**config.mk**
```make
export PLATFORM = sky130hd
export DESIGN_NAME = l2_cache_assoc_flat
export DESIGN_NICKNAME = d
export VERILOG_FILES = /design/src/rtl/l2_cache_assoc_if.sv /design/src/rtl/l2_cache_assoc.sv /design/src/flat_wrapper.sv
export SDC_FILE = /design/constraint.sdc
export NUM_CORES = 1
export LEC_CHECK = 0
export CAP_MARGIN = 20
export CORE_MARGIN = 2
export CORE_UTILIZATION = 25
export CTS_BUF_LIST = sky130_fd_sc_hd__clkbuf_16
export DETAILED_ROUTE_END_ITERATION = 12
export DONT_BUFFER_PORTS = 1
export PLACE_DENSITY = 0.51
export REMOVE_ABC_BUFFERS = 1
export SLEW_MARGIN = 20
export SYNTH_ARGS = -nofsm -noshare
export SYNTH_HDL_FRONTEND = slang
export SYNTH_SLANG_ARGS = --single-unit
```
**constraint.sdc**
```tcl
create_clock -name clk -period 4.4 [get_ports clk]
set_input_delay 0.88 -clock clk [delete_from_list [all_inputs] [get_ports clk]]
set_output_delay 0.88 -clock clk [all_outputs]
set_load 0.005 [all_outputs]
```
**src/rtl/l2_cache_assoc_if.sv**
```systemverilog
// rtl/l2_cache_assoc_if.sv - request/response, refill, flush and counter signals of the L2 cache
interface l2_cache_assoc_if #(
  parameter int ADDR_W = 11,
  parameter int DATA_W = 32,
  parameter int CNT_W  = 16
);
  logic              req_valid;
  logic              req_ready;
  logic [ADDR_W-1:0] req_addr;
  logic              resp_valid;
  logic              resp_hit;
  logic [DATA_W-1:0] resp_data;
  logic              mem_req_valid;
  logic              mem_req_ready;
  logic [ADDR_W-1:0] mem_req_addr;
  logic              mem_resp_valid;
  logic [DATA_W-1:0] mem_resp_data;
  logic              flush;
  logic              flush_done;
  logic [CNT_W-1:0]  hit_cnt;
  logic [CNT_W-1:0]  miss_cnt;

  modport slave (
    input  req_valid, req_addr, mem_req_ready, mem_resp_valid, mem_resp_data, flush,
    output req_ready, resp_valid, resp_hit, resp_data, mem_req_valid, mem_req_addr,
           flush_done, hit_cnt, miss_cnt
  );

  modport master (
    output req_valid, req_addr, mem_req_ready, mem_resp_valid, mem_resp_data, flush,
    input  req_ready, resp_valid, resp_hit, resp_data, mem_req_valid, mem_req_addr,
           flush_done, hit_cnt, miss_cnt
  );
endinterface

```
**src/rtl/l2_cache_assoc.sv**
```systemverilog
// rtl/l2_cache_assoc.sv - read-only N-way set-associative L2 cache with true-LRU replacement
module l2_cache_assoc #(
  parameter int ADDR_W   = 11,
  parameter int DATA_W   = 32,
  parameter int OFFSET_W = 5,
  parameter int NUM_SETS = 8,
  parameter int NUM_WAYS = 2,
  parameter int CNT_W    = 16
) (
  input logic             clk,
  input logic             rst_n,
  l2_cache_assoc_if.slave bus
);
  localparam int INDEX_W = $clog2(NUM_SETS);
  localparam int TAG_W   = ADDR_W - OFFSET_W - INDEX_W;
  localparam int WAY_W   = (NUM_WAYS > 1) ? $clog2(NUM_WAYS) : 1;
  localparam logic [WAY_W-1:0] OLDEST = WAY_W'(NUM_WAYS - 1);

  typedef enum logic [2:0] {
    IDLE,
    LOOKUP,
    MEM_REQ,
    REFILL_WAIT,
    RESPOND
  } state_t;

  state_t              state_q;
  logic [ADDR_W-1:0]   addr_q;
  logic [NUM_WAYS-1:0] valid_q [NUM_SETS];
  logic [WAY_W-1:0]    age_q   [NUM_SETS][NUM_WAYS];
  logic [TAG_W-1:0]    tag_q   [NUM_SETS][NUM_WAYS];
  logic [DATA_W-1:0]   data_q  [NUM_SETS][NUM_WAYS];

  logic              resp_valid_q;
  logic              resp_hit_q;
  logic [DATA_W-1:0] resp_data_q;
  logic              mem_req_valid_q;
  logic [ADDR_W-1:0] mem_req_addr_q;
  logic              flush_done_q;
  logic [CNT_W-1:0]  hit_cnt_q;
  logic [CNT_W-1:0]  miss_cnt_q;

  logic [TAG_W-1:0]    req_tag;
  logic [INDEX_W-1:0]  req_idx;
  logic [OFFSET_W-1:0] unused_offset;

  assign req_tag       = addr_q[ADDR_W-1 -: TAG_W];
  assign req_idx       = addr_q[OFFSET_W +: INDEX_W];
  assign unused_offset = addr_q[OFFSET_W-1:0];

  logic             hit;
  logic [WAY_W-1:0] hit_way;
  logic             victim_found;
  logic [WAY_W-1:0] victim_way;
  logic [WAY_W-1:0] touch_way;
  logic             do_fill;
  logic             do_touch;

  always_comb begin
    hit     = 1'b0;
    hit_way = '0;
    for (int w = 0; w < NUM_WAYS; w++) begin
      if (!hit && valid_q[req_idx][w] && (tag_q[req_idx][w] == req_tag)) begin
        hit     = 1'b1;
        hit_way = WAY_W'(w);
      end
    end
  end

  // Fill empty ways first (lowest index), otherwise evict the least recently used way.
  always_comb begin
    victim_found = 1'b0;
    victim_way   = '0;
    for (int w = 0; w < NUM_WAYS; w++) begin
      if (!victim_found && !valid_q[req_idx][w]) begin
        victim_found = 1'b1;
        victim_way   = WAY_W'(w);
      end
    end
    if (!victim_found) begin
      for (int w = 0; w < NUM_WAYS; w++) begin
        if (age_q[req_idx][w] == OLDEST) begin
          victim_way = WAY_W'(w);
        end
      end
    end
  end

  assign do_fill   = (state_q == REFILL_WAIT) && bus.mem_resp_valid;
  assign do_touch  = ((state_q == LOOKUP) && hit) || do_fill;
  assign touch_way = (state_q == LOOKUP) ? hit_way : victim_way;

  always_ff @(posedge clk) begin
    if (do_fill) begin
      tag_q[req_idx][victim_way]  <= req_tag;
      data_q[req_idx][victim_way] <= bus.mem_resp_data;
    end
  end

  always_ff @(posedge clk or negedge rst_n) begin
    if (!rst_n) begin
      state_q         <= IDLE;
      addr_q          <= '0;
      resp_valid_q    <= 1'b0;
      resp_hit_q      <= 1'b0;
      resp_data_q     <= '0;
      mem_req_valid_q <= 1'b0;
      mem_req_addr_q  <= '0;
      flush_done_q    <= 1'b0;
      hit_cnt_q       <= '0;
      miss_cnt_q      <= '0;
      for (int s = 0; s < NUM_SETS; s++) begin
        valid_q[s] <= '0;
        for (int w = 0; w < NUM_WAYS; w++) begin
          age_q[s][w] <= WAY_W'(w);
        end
      end
    end else begin
      resp_valid_q <= 1'b0;
      flush_done_q <= 1'b0;

      // Touched way becomes youngest; only younger ways age, so ages stay a permutation.
      if (do_touch) begin
        for (int w = 0; w < NUM_WAYS; w++) begin
          if (WAY_W'(w) == touch_way) begin
            age_q[req_idx][w] <= '0;
          end else if (age_q[req_idx][w] < age_q[req_idx][touch_way]) begin
            age_q[req_idx][w] <= age_q[req_idx][w] + 1'b1;
          end
        end
      end

      case (state_q)
        IDLE: begin
          if (bus.flush) begin
            flush_done_q <= 1'b1;
            for (int s = 0; s < NUM_SETS; s++) begin
              valid_q[s] <= '0;
              for (int w = 0; w < NUM_WAYS; w++) begin
                age_q[s][w] <= WAY_W'(w);
              end
            end
          end else if (bus.req_valid) begin
            addr_q  <= bus.req_addr;
            state_q <= LOOKUP;
          end
        end
        LOOKUP: begin
          if (hit) begin
            resp_hit_q  <= 1'b1;
            resp_data_q <= data_q[req_idx][hit_way];
            if (hit_cnt_q != {CNT_W{1'b1}}) begin
              hit_cnt_q <= hit_cnt_q + 1'b1;
            end
            state_q <= RESPOND;
          end else begin
            if (miss_cnt_q != {CNT_W{1'b1}}) begin
              miss_cnt_q <= miss_cnt_q + 1'b1;
            end
            mem_req_valid_q <= 1'b1;
            mem_req_addr_q  <= {req_tag, req_idx, {OFFSET_W{1'b0}}};
            state_q         <= MEM_REQ;
          end
        end
        MEM_REQ: begin
          if (bus.mem_req_ready) begin
            mem_req_valid_q <= 1'b0;
            state_q         <= REFILL_WAIT;
          end
        end
        REFILL_WAIT: begin
          if (bus.mem_resp_valid) begin
            valid_q[req_idx][victim_way] <= 1'b1;
            resp_hit_q  <= 1'b0;
            resp_data_q <= bus.mem_resp_data;
            state_q     <= RESPOND;
          end
        end
        RESPOND: begin
          resp_valid_q <= 1'b1;
          state_q      <= IDLE;
        end
        default: state_q <= IDLE;
      endcase
    end
  end

  assign bus.req_ready     = (state_q == IDLE) && !bus.flush;
  assign bus.resp_valid    = resp_valid_q;
  assign bus.resp_hit      = resp_hit_q;
  assign bus.resp_data     = resp_data_q;
  assign bus.mem_req_valid = mem_req_valid_q;
  assign bus.mem_req_addr  = mem_req_addr_q;
  assign bus.flush_done    = flush_done_q;
  assign bus.hit_cnt       = hit_cnt_q;
  assign bus.miss_cnt      = miss_cnt_q;
endmodule

```
**src/flat_wrapper.sv**
```systemverilog
// flat-port wrapper written by rule: the top's interface ports become plain ports
module l2_cache_assoc_flat 
#(
  parameter int ADDR_W   = 11,
  parameter int DATA_W   = 32,
  parameter int OFFSET_W = 5,
  parameter int NUM_SETS = 8,
  parameter int NUM_WAYS = 2,
  parameter int CNT_W    = 16
)
  (clk, rst_n, bus_req_valid, bus_req_addr, bus_mem_req_ready, bus_mem_resp_valid, bus_mem_resp_data, bus_flush, bus_req_ready, bus_resp_valid, bus_resp_hit, bus_resp_data, bus_mem_req_valid, bus_mem_req_addr, bus_flush_done, bus_hit_cnt, bus_miss_cnt);
  l2_cache_assoc_if #(.ADDR_W(ADDR_W), .DATA_W(DATA_W), .CNT_W(CNT_W)) bus_i ();
  input logic clk;
  input logic rst_n;
  input wire logic [$bits(bus_i.req_valid)-1:0] bus_req_valid;
  input wire logic [$bits(bus_i.req_addr)-1:0] bus_req_addr;
  input wire logic [$bits(bus_i.mem_req_ready)-1:0] bus_mem_req_ready;
  input wire logic [$bits(bus_i.mem_resp_valid)-1:0] bus_mem_resp_valid;
  input wire logic [$bits(bus_i.mem_resp_data)-1:0] bus_mem_resp_data;
  input wire logic [$bits(bus_i.flush)-1:0] bus_flush;
  output wire logic [$bits(bus_i.req_ready)-1:0] bus_req_ready;
  output wire logic [$bits(bus_i.resp_valid)-1:0] bus_resp_valid;
  output wire logic [$bits(bus_i.resp_hit)-1:0] bus_resp_hit;
  output wire logic [$bits(bus_i.resp_data)-1:0] bus_resp_data;
  output wire logic [$bits(bus_i.mem_req_valid)-1:0] bus_mem_req_valid;
  output wire logic [$bits(bus_i.mem_req_addr)-1:0] bus_mem_req_addr;
  output wire logic [$bits(bus_i.flush_done)-1:0] bus_flush_done;
  output wire logic [$bits(bus_i.hit_cnt)-1:0] bus_hit_cnt;
  output wire logic [$bits(bus_i.miss_cnt)-1:0] bus_miss_cnt;
  assign bus_i.req_valid = bus_req_valid;
  assign bus_i.req_addr = bus_req_addr;
  assign bus_i.mem_req_ready = bus_mem_req_ready;
  assign bus_i.mem_resp_valid = bus_mem_resp_valid;
  assign bus_i.mem_resp_data = bus_mem_resp_data;
  assign bus_i.flush = bus_flush;
  assign bus_req_ready = bus_i.req_ready;
  assign bus_resp_valid = bus_i.resp_valid;
  assign bus_resp_hit = bus_i.resp_hit;
  assign bus_resp_data = bus_i.resp_data;
  assign bus_mem_req_valid = bus_i.mem_req_valid;
  assign bus_mem_req_addr = bus_i.mem_req_addr;
  assign bus_flush_done = bus_i.flush_done;
  assign bus_hit_cnt = bus_i.hit_cnt;
  assign bus_miss_cnt = bus_i.miss_cnt;
  l2_cache_assoc #(.ADDR_W(ADDR_W), .DATA_W(DATA_W), .OFFSET_W(OFFSET_W), .NUM_SETS(NUM_SETS), .NUM_WAYS(NUM_WAYS), .CNT_W(CNT_W)) u_core (.clk(clk), .rst_n(rst_n), .bus(bus_i));
endmodule
```
# Word level (Yosys, flattened, before mapping)
# Memory sizes are Yosys's and may differ from the RTL's.
# Index checks and enable logic that the tools add are counted.
# op_classes
reduce_logical	26
muxes	68
n_bitwise	11
n_addsub	4
order_cmp	10
n_eq_ne	15
# ops
operator	n
$mux 32	6
$mux 16	10
$mux 64	1
$pmux 32 s2	1
$add 16x1->16 const B	2
$and 16x16->16	2
$bwmux 16	2
$demux 32 s1	1
$ne 16x16->1 const B	2
$not 16->16	2
$pmux 16 s2	1
$mux 1	23
$demux 2 s3	3
$mux 3	6
$reduce_and 3->1	6
$or 16x16->16	1
$bmux 2 s3	2
$mux 2	6
$ne 2x2->1 const B	6
$pmux 3 s4	1
$logic_and 1x1->1	10
$eq 3x2->1 const B	2
$eq 3x3->1	2
$ge 2x2->1 const B	3
23 further kinds	33
# word_totals
word_cells	170
memories	2
reg_bits	120
out_inout_bits	80
input_bits	49
mem_bits_rw	560
# memory_table
memory	depth	word_bits	read_ports	rd_ports_with_merged_regs	write_ports	line	rtl
u_core.data_q	8	64	1	0	1	l2_cache_assoc.sv:32	logic [DATA_W-1:0] data_q [NUM_SETS][NUM_WAYS];
u_core.tag_q	8	6	1	0	1	l2_cache_assoc.sv:31	logic [TAG_W-1:0] tag_q [NUM_SETS][NUM_WAYS];

# Longest topological paths before layout
# logic_depth
word_depth	25
ltp_mapped	14

# Worst setup path after synthesis
# OpenSTA, ideal clock, no wires.
# synth_path
path_kind	reg-to-reg
startpoint	register u_core.addr_q[5]
endpoint	memory u_core.data_q[0][32] (netlist bit) (enable)
path_buffers	4
period_less_slack_ns	4.114
path_slack_ns	0.286
stages_incl_launch_ff	11
required_time_ns	3.973
setup_ns	0.427
arrival_time_ns	3.687
path_cell_list	dfrtp_1 buf_6 buf_8 buf_6 mux4_2 mux2_2 nor2_1 nor2_1 or2_2 clkbuf_1 nor2_1
# synth_via
elab_chain_cells	16
word_cells_on_any_way	22
classes_between	order compare (2); mux (15); bitwise (2); reduce/logical (3)
# synth_rtl
item	line	rtl
start, declared	l2_cache_assoc.sv:28	logic [ADDR_W-1:0] addr_q;
start signal, assigned	l2_cache_assoc.sv:144	addr_q <= bus.req_addr;
$not 3->4 (implied by the code)	l2_cache_assoc.sv:75, l2_cache_assoc.sv:82	
$bmux 2 s3	l2_cache_assoc.sv:75	if (!victim_found && !valid_q[req_idx][w]) begin
$mux 2 (implied by the code) (2 in a row)	l2_cache_assoc.sv:75	
$logic_not 1->1	l2_cache_assoc.sv:75	
$logic_and 1x1->1	l2_cache_assoc.sv:75	
$mux 1	l2_cache_assoc.sv:75	
$mux 1 (2 in a row)	l2_cache_assoc.sv:82	if (age_q[req_idx][w] == OLDEST) begin
$mux 1	l2_cache_assoc.sv:80	if (!victim_found) begin
$not 1->2 (implied by the code)	l2_cache_assoc.sv:96	data_q[req_idx][victim_way] <= bus.mem_resp_data;
$ge 2x2->1 (implied by the code) or $lt 2x1->1 (tied branches)	l2_cache_assoc.sv:96	
$logic_and 1x1->1 (implied by the code)	l2_cache_assoc.sv:96	
$mux 32 (implied by the code)	l2_cache_assoc.sv:96	
$demux 32 s1	l2_cache_assoc.sv:96	
$mux 64 (implied by the code)	l2_cache_assoc.sv:96	
end, declared	l2_cache_assoc.sv:32	
# Several ways; a longest one is shown, not always the timed one. The select of a mux whose other input is x is not followed.

# Final worst setup path
# layout_path
startpoint	register u_core.addr_q[7]
endpoint	register u_core.age_q[6] (netlist bit)
# layout_via
elab_chain_cells	25
word_cells_on_any_way	56
classes_between	add/sub (2); order compare (4); eq/ne (2); mux (32); bitwise (6); reduce/logical (9); memory (1)
# layout_rtl
item	line	rtl
$not 3->4 (implied by the code)	n/a	
$bmux 2 s3	l2_cache_assoc.sv:63, l2_cache_assoc.sv:75	
$mux 2 (implied by the code) (2 in a row)	l2_cache_assoc.sv:63, l2_cache_assoc.sv:75	
$logic_not 1->1 or $logic_and 1x1->1 (tied branches)	l2_cache_assoc.sv:75, l2_cache_assoc.sv:63	
$logic_and 1x1->1 or $mux 1 (tied branches)	l2_cache_assoc.sv:75, l2_cache_assoc.sv:63	
$mux 1 or $logic_not 1->1 (tied branches)	l2_cache_assoc.sv:75, l2_cache_assoc.sv:63	
$mux 1 or $logic_and 1x1->1 (tied branches) (2 in a row)	l2_cache_assoc.sv:82, l2_cache_assoc.sv:63	
$mux 1 (on tied branches)	l2_cache_assoc.sv:80, l2_cache_assoc.sv:63	
[7 not listed]	n/a	
$mux 16	l2_cache_assoc.sv:125	if (WAY_W'(w) == touch_way) begin
$mux 16	l2_cache_assoc.sv:123	if (do_touch) begin
$bwmux 16	l2_cache_assoc.sv:128	age_q[req_idx][w] <= age_q[req_idx][w] + 1'b1;
$mux 16	l2_cache_assoc.sv:127	end else if (age_q[req_idx][w] < age_q[req_idx][touch_way]) begin
$mux 16	l2_cache_assoc.sv:125	
$mux 16 (*)	l2_cache_assoc.sv:123	
$mux 16	l2_cache_assoc.sv:135	if (bus.flush) begin
$mux 16 (*)	l2_cache_assoc.sv:133	case (state_q)
end signal, assigned by index	l2_cache_assoc.sv:115	age_q[s][w] <= WAY_W'(w);
end signal, assigned by index	l2_cache_assoc.sv:128	
end signal, assigned by index	l2_cache_assoc.sv:140	age_q[s][w] <= WAY_W'(w);
end, declared	l2_cache_assoc.sv:30	logic [WAY_W-1:0] age_q [NUM_SETS][NUM_WAYS];
# Every way passes the cells marked *; elsewhere a longest branch is shown, timed or not. The select of a mux whose other input is x is not followed.
# A chain may end at the register's enable or synchronous reset.

==> results.cfg <==
[outcome]
status = completed

[logic_synthesis]
async_flop_share = 0.170
synth_area_per_cell_um2 = 16.6
syn_inst = 1546
seq_area_frac_synth = 0.768
synth-warning-count = 0
synth_edf_count = 560
yosys.cell_types.count = 63
yosys_most_used_dff = edfxtp_1
syn_area_um2 = 25700
ys_ff_latch = 675

[die]
dieArea_um2 = 105000
ios = 129
rows = 117
die_w_um = 324
core_um2 = 102000
die_y_um = 324
start_util = 0.252

[worst_setup_path]
slowest_delay_ns = 0.99
r2r-end = u_core.age_q[6]$_DFF_PN1_
critPathKind = flop to flop
path_cells = mux4_2, mux2i_1, xor2_1, and4_1, nand3_1, and3_2, inv_2, nand2_1, o22a_1
r2r_cells = 9
slowest_stage = dfrtp_1
crit_arrival_ns = 4.30
cp-start-kind = flop
r2r_setup_slack_ns = 0.65
r2r-start = u_core.addr_q[7]$_DFFE_PN0P_
cp-end-kind = flop
cp.required_ns = 4.95
crit_fanout = 21

[timing]
maxSlewHeadroom = 0.262
fmax_ghz = 0.267
finalClockSkew_ns = 0.0263
rsz0062_at_grt = false
maxSlewViolCount = 0
tns_ns = 0
setup_viol = 0
finalHoldViolCount = 0
fin_crit_sh = 0.852
period_needed_ns = 3.75
worst_pin_slew_ns = 1.11

[cells_and_area]
final_nets = 1629
area_growth_pct = 17.2
design_area_um2 = 30100
final_util = 0.295
drive_gt1_frac = 0.149
final_common_cell = edfxtp_1
fill_cells = 9995
layout_common_cells = 560 x edfxtp_1, 194 x a22oi_1, 106 x dfrtp_1, 90 x a21oi_1, 74 x nand4_1

[placement]
gp_congestion = 0.761
place_area_um2 = 27900
io_buffers = 0
place_hpwl_um = 39700

[drt]
route.met3.wl_um = 5190
drt_iter0_drc = 1154
routedWlPerCell_um = 24.1
wl_met1_um = 30200
ant_nets = 0
drt-pass1-iter-count = 5
drt-total-wl_um = 72300
vias = 14600
met2WireLength_um = 35300
drc = 0
top_layer_used = met4
vias_per_cell = 4.87

[global_route]
grt_pass1_wl_um = 106000
antenna_found_initial = 0
grt_pass1_vias = 14900
grt_usage = 0.135
grt-ovfl-total = 0
grt_max_degree = 108

[hold_path]
hp-class = input pin to async pin

[pwr]
ir_drop_uv = 260
p_per_area_nw_per_um2 = 591
p_leak_uw = 0.00968

[run]
drv_cap = 0

[clock_tree]
ctsResizeCount = 0
postCtsSetupBuffers = 0
cts_buffer_depth = 3
clkTransAtPathRegs_ns = 0.06
insertion_delay_ns = 0.63
cts-root-buf = clkbuf_16
cts.sinks = 675
numCtsBuffers = 69
cts_tree = built
cts_max_level = 3
registers in the layout, indices dropped and copies added (netlist names):
register / flops
u_core.data_q: 512
u_core.tag_q: 48
u_core.bus.resp_data: 32
u_core.age_q: 16
u_core.bus.hit_cnt: 16
u_core.bus.miss_cnt: 16
u_core.valid_q: 16
u_core.addr_q: 6
u_core.bus.mem_req_addr: 6
u_core.state_q: 3
u_core.bus.flush_done: 1
u_core.bus.mem_req_valid: 1
u_core.bus.resp_hit: 1
u_core.bus.resp_valid: 1
through the flow:
| step | cells | hold slack (ns) | setup WS (ns) | power, uW |
|---|---|---|---|---|
| floorplan | 1439 | 0.457 | -1.77 | 10500 |
| global placement | 2874 | 0.472 | 0.597 | 12400 |
| detailed placement | 2874 | 0.478 | 0.544 | 12400 |
| CTS | 3003 | 0.0700 | 0.541 | 18000 |
| global route | 3003 | 0.0887 | 0.376 | 18600 |
| finish | 3004 | 0.110 | 0.651 | 17800 |
area by class of cell:
class                           instances  area, um^2  share of cell area
Inverter                                5        18.8            0.000624
Tap cell                             1368        1710              0.0569
Timing Repair Buffer                   68         881              0.0293
Antenna cell                            1        2.50           0.0000832
Sequential cell                       675       19700               0.656
Clock inverter                         58         383              0.0127
Clock buffer                           70        1750              0.0583
Multi-Input combinational cell        759        5610               0.187
critical path, delay by kind of cell, from the launching register on:
kind	cells	cell delay [ns]
buffers and inverters	1	0.48
multiplexers	2	0.59
AND/OR/NAND/NOR	4	1.11
XOR/XNOR	1	0.20
flip-flops	1	0.99
AO/OA/AOI/OAI	1	0.29
cell families after synthesis:
family,synth area share
AND/OR/NAND/NOR,0.0529
flip-flops,0.768
XOR/XNOR,0.0116
adder cells (fa/ha/maj),0.000975
AO/OA/AOI/OAI,0.119
buffers and inverters,0.0202
other,0.000146
multiplexers,0.0272
timing repair:
item                                   CTS  global route
hold buffers                             1             0
setup endpoints to repair                0             0
endpoints found under the hold margin  107             0
power by group:
part           switching, uW  internal [uW]
logic                   2700           1610
clock network           2510           3040
registers                498           7400
synthesized netlist by cell type (10+ instances only):
library cell	count	area [um^2]
edfxtp_1	560	16800
o211ai_1	33	248
nand3_1	10	50.1
nor2_1	79	297
clkbuf_1	81	304
a221oi_1	32	280
nor3_1	12	60.1
dfrtp_1	107	2680
nand2_1	30	113
a21oi_1	90	450
a22o_1	33	289
buf_2	12	60.1
mux4_2	15	338
nand4_1	74	463
mux2i_1	10	100
xnor2_1	18	158
a22oi_1	194	1460
mux2_2	16	180
xor2_1	16	140
worst max-delay path by stage:
stage	from	endpoint	slack (ns)
final	u_core.addr_q[7]$_DFFE_PN0P_	u_core.age_q[6]$_DFF_PN1_	0.65
after floorplan	u_core.addr_q[5]$_DFFE_PN0P_	u_core.age_q[15]$_DFF_PN0_	-1.77
after global routing	u_core.addr_q[7]$_DFFE_PN0P_	u_core.age_q[6]$_DFF_PN1_	0.38
after CTS	u_core.addr_q[7]$_DFFE_PN0P_	u_core.age_q[10]$_DFF_PN1_	0.54
after detailed placement	u_core.addr_q[7]$_DFFE_PN0P_	u_core.age_q[6]$_DFF_PN1_	0.54
after global placement	u_core.addr_q[7]$_DFFE_PN0P_	u_core.age_q[2]$_DFF_PN1_	0.60
layer usage:
| layer | vias up | global-route usage |
|---|---|---|
| met2 | 481 | 0.227 |
| met3 | 97 | 0.0303 |
| met4 | 0 | 0.0476 |
| met5 | - | 0 |
| li1 | 6341 | - |
| met1 | 7701 | 0.170 |
No activity file was read; power rests on OpenSTA's default activity.
